[src/rtl/dmem_port_arbiter_if.sv]
// Bus bundle between the M-stage / auxiliary requester side and the data-memory arbiter.
// The slave modport is the arbiter's view; master is the environment's view.
interface dmem_port_arbiter_if #(
    parameter int ADDR_W = 12,
    parameter int CNT_W  = 32
);
    logic [31:0]       m_instruction;
    logic [31:0]       m_addr;
    logic [31:0]       m_wdata;
    logic              aux_req;
    logic              aux_we;
    logic [ADDR_W-1:0] aux_addr;
    logic [31:0]       aux_wdata;
    logic [31:0]       dmem_q;
    logic              aux_grant;
    logic              aux_rvalid;
    logic [31:0]       aux_rdata;
    logic              cpu_stall;
    logic [31:0]       cpu_rdata;
    logic [ADDR_W-1:0] dmem_addr;
    logic [31:0]       dmem_wdata;
    logic              dmem_we;
    logic [CNT_W-1:0]  stall_count;

    modport slave (
        input  m_instruction, m_addr, m_wdata,
        input  aux_req, aux_we, aux_addr, aux_wdata, dmem_q,
        output aux_grant, aux_rvalid, aux_rdata, cpu_stall, cpu_rdata,
        output dmem_addr, dmem_wdata, dmem_we, stall_count
    );

    modport master (
        output m_instruction, m_addr, m_wdata,
        output aux_req, aux_we, aux_addr, aux_wdata, dmem_q,
        input  aux_grant, aux_rvalid, aux_rdata, cpu_stall, cpu_rdata,
        input  dmem_addr, dmem_wdata, dmem_we, stall_count
    );
endinterface

[src/rtl/dmem_port_arbiter.sv]
// Shares the single data-RAM port between the CPU M stage (priority) and an auxiliary
// requester, with a starvation counter that forces the auxiliary side a slot after a bounded wait.
module dmem_port_arbiter #(
    parameter int ADDR_W       = 12,
    parameter int STARVE_LIMIT = 4,
    parameter int CNT_W        = 32
) (
    input logic                 clock,
    input logic                 reset,
    dmem_port_arbiter_if.slave  bus
);
    localparam logic [4:0] OP_SW = 5'b00111;
    localparam logic [4:0] OP_LW = 5'b01000;

    typedef enum logic [1:0] {OWN_NONE, OWN_CPU, OWN_AUX} owner_e;

    owner_e            owner;
    logic [4:0]        opcode;
    logic              cpu_req;
    logic              cpu_we;
    logic              force_slot;

    logic [3:0]        starve_cnt_q, starve_cnt_d;
    logic              aux_rvalid_q, aux_rvalid_d;
    logic [31:0]       aux_rdata_q, aux_rdata_d;
    logic [CNT_W-1:0]  stall_count_q, stall_count_d;

    // Only the opcode field and the low address bits matter to the port.
    logic unused_bits;
    assign unused_bits = ^{bus.m_instruction[26:0], bus.m_addr[31:ADDR_W]};

    assign opcode     = bus.m_instruction[31:27];
    assign cpu_req    = (opcode == OP_SW) || (opcode == OP_LW);
    assign cpu_we     = (opcode == OP_SW);
    assign force_slot = (starve_cnt_q >= 4'(STARVE_LIMIT));

    always_comb begin
        owner = OWN_NONE;
        if (bus.aux_req && (force_slot || !cpu_req))
            owner = OWN_AUX;
        else if (cpu_req)
            owner = OWN_CPU;
    end

    always_comb begin
        bus.dmem_addr  = '0;
        bus.dmem_wdata = '0;
        bus.dmem_we    = 1'b0;
        case (owner)
            OWN_CPU: begin
                bus.dmem_addr  = bus.m_addr[ADDR_W-1:0];
                bus.dmem_wdata = bus.m_wdata;
                bus.dmem_we    = cpu_we;
            end
            OWN_AUX: begin
                bus.dmem_addr  = bus.aux_addr;
                bus.dmem_wdata = bus.aux_wdata;
                bus.dmem_we    = bus.aux_we;
            end
            default: ;
        endcase
    end

    assign bus.aux_grant   = (owner == OWN_AUX);
    assign bus.cpu_stall   = cpu_req && (owner != OWN_CPU);
    assign bus.cpu_rdata   = bus.dmem_q;
    assign bus.aux_rvalid  = aux_rvalid_q;
    assign bus.aux_rdata   = aux_rdata_q;
    assign bus.stall_count = stall_count_q;

    always_comb begin
        starve_cnt_d  = starve_cnt_q;
        aux_rvalid_d  = 1'b0;
        aux_rdata_d   = aux_rdata_q;
        stall_count_d = stall_count_q;

        // A grant always clears the wait, so forced slots can never be back to back.
        if (bus.aux_grant)
            starve_cnt_d = 4'd0;
        else if (bus.aux_req && (starve_cnt_q != 4'hF))
            starve_cnt_d = starve_cnt_q + 4'd1;

        if (bus.aux_grant && !bus.aux_we) begin
            aux_rvalid_d = 1'b1;
            aux_rdata_d  = bus.dmem_q;
        end

        if (bus.cpu_stall && (stall_count_q != '1))
            stall_count_d = stall_count_q + 1'b1;
    end

    always_ff @(posedge clock or posedge reset) begin
        if (reset) begin
            starve_cnt_q  <= 4'd0;
            aux_rvalid_q  <= 1'b0;
            aux_rdata_q   <= 32'd0;
            stall_count_q <= '0;
        end else begin
            starve_cnt_q  <= starve_cnt_d;
            aux_rvalid_q  <= aux_rvalid_d;
            aux_rdata_q   <= aux_rdata_d;
            stall_count_q <= stall_count_d;
        end
    end
endmodule

[src/flat_wrapper.sv]
// flat-port wrapper written by rule: the top's interface ports become plain ports
module dmem_port_arbiter_flat 
#(
    parameter int ADDR_W       = 12,
    parameter int STARVE_LIMIT = 4,
    parameter int CNT_W        = 32
)
  (clock, reset, bus_m_instruction, bus_m_addr, bus_m_wdata, bus_aux_req, bus_aux_we, bus_aux_addr, bus_aux_wdata, bus_dmem_q, bus_aux_grant, bus_aux_rvalid, bus_aux_rdata, bus_cpu_stall, bus_cpu_rdata, bus_dmem_addr, bus_dmem_wdata, bus_dmem_we, bus_stall_count);
  dmem_port_arbiter_if #(.ADDR_W(ADDR_W), .CNT_W(CNT_W)) bus_i ();
  input logic clock;
  input logic reset;
  input wire logic [$bits(bus_i.m_instruction)-1:0] bus_m_instruction;
  input wire logic [$bits(bus_i.m_addr)-1:0] bus_m_addr;
  input wire logic [$bits(bus_i.m_wdata)-1:0] bus_m_wdata;
  input wire logic [$bits(bus_i.aux_req)-1:0] bus_aux_req;
  input wire logic [$bits(bus_i.aux_we)-1:0] bus_aux_we;
  input wire logic [$bits(bus_i.aux_addr)-1:0] bus_aux_addr;
  input wire logic [$bits(bus_i.aux_wdata)-1:0] bus_aux_wdata;
  input wire logic [$bits(bus_i.dmem_q)-1:0] bus_dmem_q;
  output wire logic [$bits(bus_i.aux_grant)-1:0] bus_aux_grant;
  output wire logic [$bits(bus_i.aux_rvalid)-1:0] bus_aux_rvalid;
  output wire logic [$bits(bus_i.aux_rdata)-1:0] bus_aux_rdata;
  output wire logic [$bits(bus_i.cpu_stall)-1:0] bus_cpu_stall;
  output wire logic [$bits(bus_i.cpu_rdata)-1:0] bus_cpu_rdata;
  output wire logic [$bits(bus_i.dmem_addr)-1:0] bus_dmem_addr;
  output wire logic [$bits(bus_i.dmem_wdata)-1:0] bus_dmem_wdata;
  output wire logic [$bits(bus_i.dmem_we)-1:0] bus_dmem_we;
  output wire logic [$bits(bus_i.stall_count)-1:0] bus_stall_count;
  assign bus_i.m_instruction = bus_m_instruction;
  assign bus_i.m_addr = bus_m_addr;
  assign bus_i.m_wdata = bus_m_wdata;
  assign bus_i.aux_req = bus_aux_req;
  assign bus_i.aux_we = bus_aux_we;
  assign bus_i.aux_addr = bus_aux_addr;
  assign bus_i.aux_wdata = bus_aux_wdata;
  assign bus_i.dmem_q = bus_dmem_q;
  assign bus_aux_grant = bus_i.aux_grant;
  assign bus_aux_rvalid = bus_i.aux_rvalid;
  assign bus_aux_rdata = bus_i.aux_rdata;
  assign bus_cpu_stall = bus_i.cpu_stall;
  assign bus_cpu_rdata = bus_i.cpu_rdata;
  assign bus_dmem_addr = bus_i.dmem_addr;
  assign bus_dmem_wdata = bus_i.dmem_wdata;
  assign bus_dmem_we = bus_i.dmem_we;
  assign bus_stall_count = bus_i.stall_count;
  dmem_port_arbiter #(.ADDR_W(ADDR_W), .STARVE_LIMIT(STARVE_LIMIT), .CNT_W(CNT_W)) u_core (.clock(clock), .reset(reset), .bus(bus_i));
endmodule
[config.mk]
export PLATFORM = sky130hd
export DESIGN_NAME = dmem_port_arbiter_flat
export DESIGN_NICKNAME = d
export VERILOG_FILES = /design/src/rtl/dmem_port_arbiter_if.sv /design/src/rtl/dmem_port_arbiter.sv /design/src/flat_wrapper.sv
export SDC_FILE = /design/constraint.sdc
export NUM_CORES = 1
export LEC_CHECK = 0
export ABC_CLOCK_PERIOD_IN_PS = 3800
export CAP_MARGIN = 20
export CORE_AREA = 2 2 124 126
export DETAILED_ROUTE_END_ITERATION = 8
export DIE_AREA = 0 0 126 128
export GPL_TIMING_DRIVEN = 0
export PLACE_DENSITY = 0.68
export REMOVE_ABC_BUFFERS = 1
export SLEW_MARGIN = 0
export SYNTH_ARGS = -nofsm -noshare
export SYNTH_HDL_FRONTEND = slang
export SYNTH_SLANG_ARGS = --single-unit
[constraint.sdc]
create_clock -name clock -period 3.8 [get_ports clock]
set_input_delay 0.38 -clock clock [delete_from_list [all_inputs] [get_ports clock]]
set_output_delay 0.38 -clock clock [all_outputs]
set_load 0.02 [all_outputs]
== Yosys cells after proc, flatten, opt, wreduce, memory -nomap -nowiden ==
Cells that the tools add are included.

* Input bits: 176
* Bits in registers: 69
* Logic and storage cells: 32

* Add/subtract/negate cells: 2
* Order comparisons: 1
* Equal/unequal tests: 7
* Reduce and logical (&&, ||, !) cells: 10
* Muxes and demuxes: 8

{| class="wikitable"
|+ Operators with widths
! kind !! number
|-
| one-hot mux 32 bit (2 select lines) || 1
|-
| adder 32 x 1 -> 32 bit, second input constant || 1
|-
| != test 32 bit, second input constant || 1
|-
| one-hot mux 12 bit (2 select lines) || 1
|-
| two-way mux 4 bit || 2
|-
| equality test 5 x 3 -> 1 bit, second input constant || 1
|-
| equality test 5 x 4 -> 1 bit, second input constant || 1
|-
| logical AND 1 bit || 5
|-
| adder 4 x 1 -> 4 bit, second input constant || 1
|-
| greater-or-equal comparator 4 x 3 -> 1 bit, second input constant || 1
|-
| != test 4 bit, second input constant || 1
|-
| equality test 2 x 1 -> 1 bit, second input constant || 1
|-
| equality test 2 bit, second input constant || 1
|-
| zero test 1 bit || 2
|-
| logical OR 1 bit || 2
|-
| two-way mux 1 bit || 2
|-
| two-way mux 2 bit || 1
|-
| != test 2 x 1 -> 1 bit, second input constant || 1
|-
| one-hot mux 1 bit (2 select lines) || 1
|-
| nonzero test 2 bit || 1
|}

== Longest topological paths before layout ==
Gate-level depths: netlist (run 1).

* Depth in word-level cells: 9
* Depth in mapped cells: 7
* Depth with buffers taken out: 6

== Worst setup path before layout (run 1) ==
Ideal clock, no wire load.

* Kind: input to output
* Start: in bus_m_instruction[27]
* End: out bus_dmem_wdata[8]
* Arrival time: 2.199 ns
* Stages: 6
* Path buffers: 2
* Setup slack: 1.221 ns
* Path through: or4b_4 -> a21oi_4 -> a21boi_2 -> clkbuf_1 -> clkbuf_1 -> o21ai_0

* Cells in the longest elaborated chain, start to end: 8
* Elaborated cells between the ends (all ways): 11
* Those cells by class: eq/ne: 4; mux: 3; reduce/logical: 4

{| class="wikitable"
|+ Ends and longest elaborated chain
! what !! line !! RTL
|-
| from (decl) || flat_wrapper.sv:12 || <nowiki>input wire logic [$bits(bus_i.m_instruction)-1:0] bus_m_instruction;</nowiki>
|-
| equality test 5 x 3 -> 1 bit or equality test 5 x 4 -> 1 bit (tied branches) || dmem_port_arbiter.sv:33 || <nowiki>assign cpu_req = (opcode == OP_SW) || (opcode == OP_LW);</nowiki>
|-
| logical OR 1 bit (*) || dmem_port_arbiter.sv:33 ||
|-
| zero test 1 bit || dmem_port_arbiter.sv:39 || <nowiki>if (bus.aux_req && (force_slot || !cpu_req))</nowiki>
|-
| logical OR 1 bit || dmem_port_arbiter.sv:39 ||
|-
| logical AND 1 bit || dmem_port_arbiter.sv:39 ||
|-
| two-way mux 2 bit (*) || dmem_port_arbiter.sv:39 ||
|-
| equality test 2 bit or equality test 2 x 1 -> 1 bit (tied branches) || dmem_port_arbiter.sv:49 || <nowiki>case (owner)</nowiki>
|-
| one-hot mux 32 bit (2 select lines) (*) || dmem_port_arbiter.sv:49 ||
|-
| to (decl) || flat_wrapper.sv:26 || <nowiki>output wire logic [$bits(bus_i.dmem_wdata)-1:0] bus_dmem_wdata;</nowiki>
|}

Every way passes the cells marked *; elsewhere a longest branch is shown, timed or not.

== Worst setup path in the final report (run 1) ==
* Start: in bus_m_instruction[30]
* End: out bus_dmem_wdata[31]

The elaborated chain is that of the path after synthesis.

==> results of run 1 <==
## cell type report
class                           count  area [sq um]  share of cell area [%]
Inverter                            2         10.01                  0.1435
Clock inverter                      2         12.51                  0.1793
Timing Repair Buffer              275          2770                   39.71
Tap cell                          188         235.2                   3.372
Multi-Input combinational cell    299          1979                   28.37
Sequential cell                    69          1727                   24.75
Clock buffer                       11         242.7                   3.479
## worst max-delay path, stage by stage
cell             delay [ns]
clkdlybuf4s50_1        0.43
nand4b_1               0.55
a21oi_4                0.41
a21boi_4               0.19
buf_12                 0.24
o21ai_0                0.32
clkdlybuf4s50_1        0.67
## synth_stat cells, types with 3 or more instances
master	number	share of area, %
buf_6	3	0.84
and3_1	8	1.2
mux2_2	3	0.84
xnor2_1	17	3.7
nand3_1	11	1.4
xor2_1	16	3.5
buf_4	33	6.2
nor2_1	11	1.0
mux2_4	29	11
and4_1	3	0.66
nor3_1	7	0.87
dfrtp_1	69	43
nand4_1	15	2.3
o21ai_0	45	5.6
clkbuf_1	16	1.5
nand2_1	104	9.7
## routing by layer
layer / share of wire [%] / vias to the layer above
li1: - / 1877
met1: 40 / 1819
met2: 51 / 158
met3: 7.8 / 10
met4: 0.88 / 0
met5: 0 / -
## path summary, 6_finish.rpt
| check | startpoint | to | slack (ns) | cells after the start |
|---|---|---|---|---|
| min reg2reg | u_core.bus.stall_count[11]$_DFFE_PP0P_ | u_core.bus.stall_count[11]$_DFFE_PP0P_ | 0.50 | 1 |
| max | bus_m_instruction[30] | bus_dmem_wdata[31] | 0.20 | 7 |
| max in group asynchronous | reset | u_core.bus.stall_count[9]$_DFFE_PP0P_ | 2.65 | 2 |
| max reg2reg | u_core.starve_cnt_q[2]$_DFFE_PP0P_ | u_core.bus.aux_rdata[30]$_DFFE_PP0P_ | 1.40 | 5 |
| min in group asynchronous | reset | u_core.bus.aux_rdata[31]$_DFFE_PP0P_ | 0.59 | 2 |
| min | u_core.bus.stall_count[11]$_DFFE_PP0P_ | u_core.bus.stall_count[11]$_DFFE_PP0P_ | 0.50 | 1 |
## power groups by stage
stage	Combinational, mW	Clock, mW	Sequential [mW]
global placement	0.673	0	0.839
finish	0.679	0.728	0.829
CTS	0.687	0.754	0.830
detailed placement	0.681	0	0.840
floorplan	0.196	0	0.908
global route	0.721	0.779	0.837
## kinds of logic after synthesis
family                   after synthesis  synth area share [%]
XOR/XNOR                              33                 7.210
buffers and inverters                 55                 8.833
AO/OA/AOI/OAI                         54                 8.115
AND/OR/NAND/NOR                      175                 20.44
adder cells (fa/ha/maj)                2                0.6241
multiplexers                          32                 11.70
flip-flops                            69                 43.07
## through the flow
stage                     setup TNS, ns  power [mW]  cell area, sq um  hold WS [ns]
after detailed placement         -18.50       1.521              6678        0.4909
after global placement          -174.05       1.512              6620        0.4939
after CTS                             0       2.271              6958        0.5097
after floorplan                  -66.97       1.104              3662        0.4456
final                                 0       2.237              6977        0.4989
after global routing                  0       2.337              6977        0.5197
## registers in the layout, summed over array words and instances (netlist names)
register / count
u_core.bus.aux_rvalid: 1
u_core.starve_cnt_q: 4
u_core.bus.aux_rdata: 32
u_core.bus.stall_count: 32
## timing repair
action                                  CTS  global route
pin swaps                                 1             1
endpoints found under the setup margin   45            21
gates resized for setup                   0             1
setup buffers                             1             0
hold endpoints to repair                  0             0
cloned                                    2             1
==> impl_metrics.toml, run 1 <==
[outcome]
status = "completed"

[finish]
drive_above_1_share_pct = 9.574
layout_common_cells = "clkdlybuf4s50_1 (272), nand2_1 (104), dfrtp_1 (69)"
num_antenna_cells = 0
post-route-util_pct = 46.94
final_cells = 846
fill_cells = 1389
syn2layout_area_growth_pct = 74.03
nets = 834
final_common_cell = "clkdlybuf4s50_1"

[timing]
max_freq_mhz = 277.8
fin_crit_sh_pct = 94.74
fin_skew_ns = 0.007001
rsz0062_at_grt = "false"
slew_headroom_pct = 43.66
slew_viol_final = 0
setup-violations-final = 0
fin_crit_ns = 3.600
hold_viol_final = 0
tightest_slew_ns = 0.8451
setup_ws_ns = 0.1998

[floorplan]
die_area_sq_mm = 0.01613
io_pins = 320
fp.dieW_um = 126
core_sq_mm = 0.01486
start_util_pct = 26.97
rows = 45
die_h_um = 128

[pwr]
p_sw_mw = 0.6073
combinationalPowerShare_pct = 30.4
p_int_mw = 1.629
switching_share_pct = 27.15
power_frac_seq_pct = 37.1
cellLeakagePower_nw = 2.826
clock_power_share_pct = 32.6
irDropWorstVdd_v = 0.0001809
cellPowerDensity_mw_per_mm2 = 320.6

[grt]
grt_most_used_layer = "met2"
first_global_vias = 3995
use_met2_pct = 28.43
grt_overflow = 0
met3_usage_pct = 4.716
antenna_found_initial = 0
grt_util_met1_pct = 19.38
grt.total_usage_pct = 16.04
grt_pass1_wl_um = 20860
grt_max_degree = 70

[synth]
yosysSeqAreaShare_pct = 43.07
post_synth_num_cell_types = 39
netlist_area_sq_mm = 0.004009
synth_edf_count = 0
postSynthAreaPerCell_sq_um = 9.545
synth_seq_cells = 69
yosys_warnings = 0
async_reset_ff_share_pct = 100.0
ys.flop_type = "dfrtp_1"
synthCells = 420

[clock_network]
h-tree-depth = 3
numClockSinks = 69
clkTransAtPathRegs_ns = 0.05
clock_latency_ns = 0.32
cts_buffers = 9
cts.path.max_buffers = 2
cts_tree = "yes"
root_buffer = "clkbuf_16"
holdBufCountCts = 0

[critical_path]
crit_type = "input port to output pin"
critical_path_peak_fanout = 54
end_kind = "output pin"
cp-start-kind = "input port"
arrival_ns = 3.22
required_ns = 3.42

[place]
dp.cells = 829
dp_hpwl_um = 10280
place_ws_ns = -0.7109
place_congestion = 0.9051
portBuffers = 272

[flow_run]
maxCapViolCount = 0

[detailed_routing]
vias = 3864
drt-total-wl_um = 13580
first_pass_iters = 4
drc = 0
viasPerCell = 4.567
ant_nets = 0
drt_iter0_drc = 83
wl_per_cell_um = 16.05

[worst_hold_path]
worst_hold_path_type = "flop to flop"
(Power assumes the default switching activity.)
==> run 2, diff against run 1 <==
Settings changed: ABC_CLOCK_PERIOD_IN_PS 3800 to 3460, CORE_AREA 2 2 124 126 to 2 2 126 128, DIE_AREA 0 0 126 128 to 0 0 128 130, PLACE_DENSITY 0.68 to 0.67, TNS_END_PERCENT set to 100.
Clock period 3.8 ns to 3.46 ns, I/O delays scaled along.
==> impl_metrics.toml, run 2 (synthesized netlist as in run 1, its figures left out) <==
[critical_path]
critPathMaxStageDelay_ns = 0.66
reg2regPathDepth = 5
required_ns = 3.11
critical_path_peak_fanout = 47
crit_slowest_cell = "clkdlybuf4s50_1"
crit_type = "input port to output pin"
cp-start-kind = "input port"
cp_top_family = "buffers and inverters"
end_kind = "output pin"
critPathBufInv = 4
reg2reg_slack_ns = 1.23
r2r-end = "u_core.bus.stall_count[7]$_DFFE_PP0P_"
cpMostUsedCell = "clkdlybuf4s50_1"
worstPathCellList = "clkdlybuf4s50_1, or4b_4, a21oi_4, a21boi_4, buf_12, buf_16, o21ai_0, clkdlybuf4s50_1"
arrival_ns = 2.99
r2r_start = "u_core.bus.stall_count[24]$_DFFE_PP0P_"

[timing]
rsz0062_at_grt = "false"
slew_viol_final = 0
fin_skew_ns = 0.006405
hold_viol_final = 0
tightest_slew_ns = 0.8508
max_freq_mhz = 300.0
fin_crit_sh_pct = 96.35
fin_tns_setup_ns = 0
slew_headroom_pct = 43.28
setup-violations-final = 0
fin_crit_ns = 3.334

[grt]
met3_usage_pct = 5.781
grt_most_used_layer = "met2"
grt_max_degree = 70
first_global_vias = 4006
antenna_found_initial = 2
grt.total_usage_pct = 15.99
grt_pass1_wl_um = 20870
grt_util_met1_pct = 17.90
grt_overflow = 0
use_met2_pct = 29.10

[pwr]
power.total_mw = 2.585
cellPowerDensity_mw_per_mm2 = 365.8
irDropWorstVdd_v = 0.0002300
cellLeakagePower_nw = 2.875

[worst_hold_path]
worstHoldPathCells = 1
worst_hold_path_type = "flop to flop"
hold_start = "u_core.bus.stall_count[15]$_DFFE_PP0P_"
hold-path-endpoint = "u_core.bus.stall_count[15]$_DFFE_PP0P_"

[detailed_routing]
drt_iter0_drc = 124
drc = 0
wl_per_cell_um = 15.80
viasPerCell = 4.432
drt-total-wl_um = 13540
first_pass_iters = 4
vias = 3798
ant_nets = 0

[clock_network]
clock_latency_ns = 0.33
root_buffer = "clkbuf_16"
holdBufCountCts = 0
cts.path.max_buffers = 2
h-tree-depth = 3
cts_tree = "yes"
cts_buffers = 9
numClockSinks = 69
clkTransAtPathRegs_ns = 0.05

[place]
dp.cells = 834
place_congestion = 0.8287
dp_hpwl_um = 10540
portBuffers = 272

[finish]
multiInputGateArea_sq_mm = 0.001968
regArea_sq_mm = 0.001727
layout_common_cells = "clkdlybuf4s50_1 (271), nand2_1 (104), dfrtp_1 (69)"
final_cells = 857
fill_cells = 1457
post-route-util_pct = 45.81
final_common_cell = "clkdlybuf4s50_1"
nets = 836
drive_above_1_share_pct = 10.41
syn2layout_area_growth_pct = 76.28

[floorplan]
die_h_um = 130
rows = 46
fp.dieW_um = 128
core_sq_mm = 0.01542
die_area_sq_mm = 0.01664
start_util_pct = 25.99
io_pins = 320

[outcome]
status = "completed"

[flow_run]
maxCapViolCount = 0
-- run 2: timing repair --
action | in CTS | in global routing
gates cloned | 2 | 0
pin swaps | 2 | 1
setup endpoints to repair | 46 | 26
resized for setup | 1 | 2
buffers inserted | 1 | 2
-- run 2: metrics by stage --
step	cell area [sq um]	hold slack (ns)	setup slack (ns)
after floorplan	3662	0.4116	-2.244
after global placement	6625	0.4756	-3.842
after detailed placement	6710	0.4906	-0.7934
after CTS	7037	0.5092	-0.05612
after global routing	7062	0.5279	0.01215
final	7067	0.5009	0.1262
-- run 2: worst register-to-register path: stages (launching register included) --
cell     delay, ns
dfrtp_1       0.42
nand4_1       0.19
or4_1         0.63
o31ai_2       0.55
nor3_1        0.14
xor2_1        0.17
-- run 2: layer usage --
metal	up-vias	wire length, um
li1	1883	-
met5	-	0
met3	11	1324
met4	0	150
met1	1736	5336
met2	168	6728
-- run 2: area by class of cell --
cell class | count | area share [%]
timing repair buffer | 278 | 39.84
multi-input combinational | 298 | 27.85
sequential | 69 | 24.43
tap | 192 | 3.399
clock buffer | 10 | 3.382
clock inverter | 6 | 0.8853
inverter | 2 | 0.1416
antenna | 2 | 0.07082
-- run 2: how the worst max path moves through the flow --
stage                          startpoint                                   end  slack [ns]  depth (start not counted)
floorplan           bus_m_instruction[30]  u_core.bus.aux_rdata[29]$_DFFE_PP0P_       -2.24                          5
global placement    bus_m_instruction[30]  u_core.bus.aux_rdata[29]$_DFFE_PP0P_       -3.84                          6
detailed placement  bus_m_instruction[27]                      bus_dmem_addr[1]       -0.79                          8
CTS                 bus_m_instruction[27]                    bus_dmem_wdata[26]       -0.06                          6
global route        bus_m_instruction[27]                      bus_dmem_addr[5]        0.01                          6
finish              bus_m_instruction[27]                      bus_dmem_addr[9]        0.13                          8
-- run 2: report_power, final --
group	leakage (nW)	internal [mW]	switching (mW)
sequential	0.885	0.873	0.0386
clock	0.141	0.574	0.349
combinational	1.85	0.430	0.321
==> run 3, diff against run 2 <==
Settings changed: GPL_TIMING_DRIVEN 0 to unset.
==> impl_metrics.toml, run 3 (synthesized netlist as in run 1, its figures left out) <==
[detailed_routing]
viasPerCell = 4.487
ant_nets = 0
wl_per_cell_um = 15.80
vias = 3845
drt_iter0_drc = 131
drt-total-wl_um = 13540
drc = 0
first_pass_iters = 4

[timing]
slew_viol_final = 0
fin_crit_sh_pct = 93.70
tightest_slew_ns = 0.7864
whs_ns = 0.2792
fin_skew_ns = 0.006519
hold_viol_final = 0
setup-violations-final = 0
rsz0062_at_grt = "false"
setup_ws_ns = 0.2180
max_freq_mhz = 308.4
slew_headroom_pct = 46.91
fin_crit_ns = 3.242

[finish]
multiInputGateArea_sq_mm = 0.001943
layout_common_cells = "clkdlybuf4s50_1 (272), nand2_1 (104), dfrtp_1 (69)"
regArea_sq_mm = 0.001727
syn2layout_area_growth_pct = 76.87
drive_above_1_share_pct = 10.26
nets = 836
fill_cells = 1442
final_common_cell = "clkdlybuf4s50_1"

[critical_path]
cp-start-kind = "input port"
crit_type = "input port to output pin"
endpoint = "bus_dmem_addr[6]"
arrival_ns = 2.90
crit_slowest_cell = "clkdlybuf4s50_1"
required_ns = 3.11
reg2reg_slack_ns = 1.20
end_kind = "output pin"
critPathMaxStageDelay_ns = 0.66
r2r_start = "u_core.bus.stall_count[25]$_DFFE_PP0P_"
critical_path.startpoint = "bus_m_instruction[27]"
worstPathCellList = "clkdlybuf4s50_1, or4b_4, a21oi_4, a21boi_4, buf_12, o21ai_0, clkdlybuf4s50_1"
cpMostUsedCell = "clkdlybuf4s50_1"
reg2regPathDepth = 5
r2r-end = "u_core.bus.stall_count[7]$_DFFE_PP0P_"
critical_path_peak_fanout = 45

[clock_network]
numClockSinks = 69
cts.path.max_buffers = 2
post-cts-setup-buffers = 0
cts_buffers = 9
holdBufCountCts = 0
cts_resized = 0
clock_latency_ns = 0.33
cts_tree = "yes"
h-tree-depth = 3
clkTransAtPathRegs_ns = 0.06
root_buffer = "clkbuf_16"

[flow_run]
maxCapViolCount = 0

[pwr]
cellLeakagePower_nw = 2.895
irDropWorstVdd_v = 0.0002041
power.total_mw = 2.751
cellPowerDensity_mw_per_mm2 = 388.0

[grt]
antenna_found_initial = 2
grt_pass1_wl_um = 20580
first_global_vias = 3963
grt_overflow = 0
grt.total_usage_pct = 15.65
grt_max_degree = 46

[floorplan]
die_h_um = 130
die_area_sq_mm = 0.01664
fp.dieW_um = 128
start_util_pct = 25.99
core_sq_mm = 0.01542
io_pins = 320
rows = 46

[outcome]
status = "completed"

[place]
dp_hpwl_um = 10760
place_ws_ns = 0.2048
place_congestion = 0.8501
portBuffers = 272

[worst_hold_path]
worst_hold_path_type = "input port to asynchronous set/reset pin"
run 3: changes by cell type in the layout (fill, tap and decap cells not counted), moves of 2 or more:
cell and delta:
buf_4 +3, clkinvlp_4 -3, bufinv_16 +2, clkbuf_8 +2, clkinv_2 -2
run 3: layer usage:
| metal | global-route usage [%] | vias up | part of all wire, % |
|---|---|---|---|
| met5 | 0 | - | 0 |
| met4 | 3.491 | 0 | 0.89 |
| met3 | 5.535 | 10 | 9.2 |
| met2 | 27.49 | 169 | 50 |
| met1 | 18.52 | 1793 | 40 |
| li1 | - | 1873 | - |
run 3: layout make-up:
class / count / area share, %
repair buffers: 280 / 39.60
inverters: 2 / 0.1059
multi-input cells: 296 / 27.40
diodes: 2 / 0.07058
clock inverters: 3 / 1.271
well taps: 192 / 3.388
clock buffers: 13 / 3.812
flip-flops and latches: 69 / 24.35
run 3: per-stage QoR:
step                instance area, sq um  cells  TNS (ns)  utilization (%)
floorplan                           3662    367    -89.16                -
global placement                    6725    839         0            43.60
detailed placement                  6725    839         0            43.60
CTS                                 7086    855         0            45.94
global route                        7086    855         0            45.94
finish                              7091    857         0            45.97
run 3: worst max-delay path, delay by kind of cell:
kind | cells | cell delay (ns)
and+or+nand+nor | 1 | 0.59
buffers and inverters | 3 | 1.30
AOI/OAI and AO/OA | 3 | 0.65
run 3: worst min-delay path by stage:
stage | startpoint | to
detailed placement | u_core.bus.stall_count[15]$_DFFE_PP0P_ | u_core.bus.stall_count[15]$_DFFE_PP0P_
CTS | reset | u_core.bus.aux_rdata[11]$_DFFE_PP0P_
floorplan | bus_aux_req | u_core.starve_cnt_q[3]$_DFFE_PP0P_
finish | reset | u_core.bus.aux_rdata[11]$_DFFE_PP0P_
global route | reset | u_core.bus.aux_rdata[11]$_DFFE_PP0P_
global placement | u_core.bus.stall_count[11]$_DFFE_PP0P_ | u_core.bus.stall_count[11]$_DFFE_PP0P_
run 3: power by group:
| group | leakage, nW | total [mW] | switching [mW] | internal (mW) |
|---|---|---|---|---|
| registers | 0.885 | 0.911 | 0.0385 | 0.873 |
| clock network | 0.176 | 1.10 | 0.332 | 0.763 |
| logic | 1.83 | 0.745 | 0.317 | 0.428 |
| total | 2.90 | 2.75 | 0.687 | 2.06 |
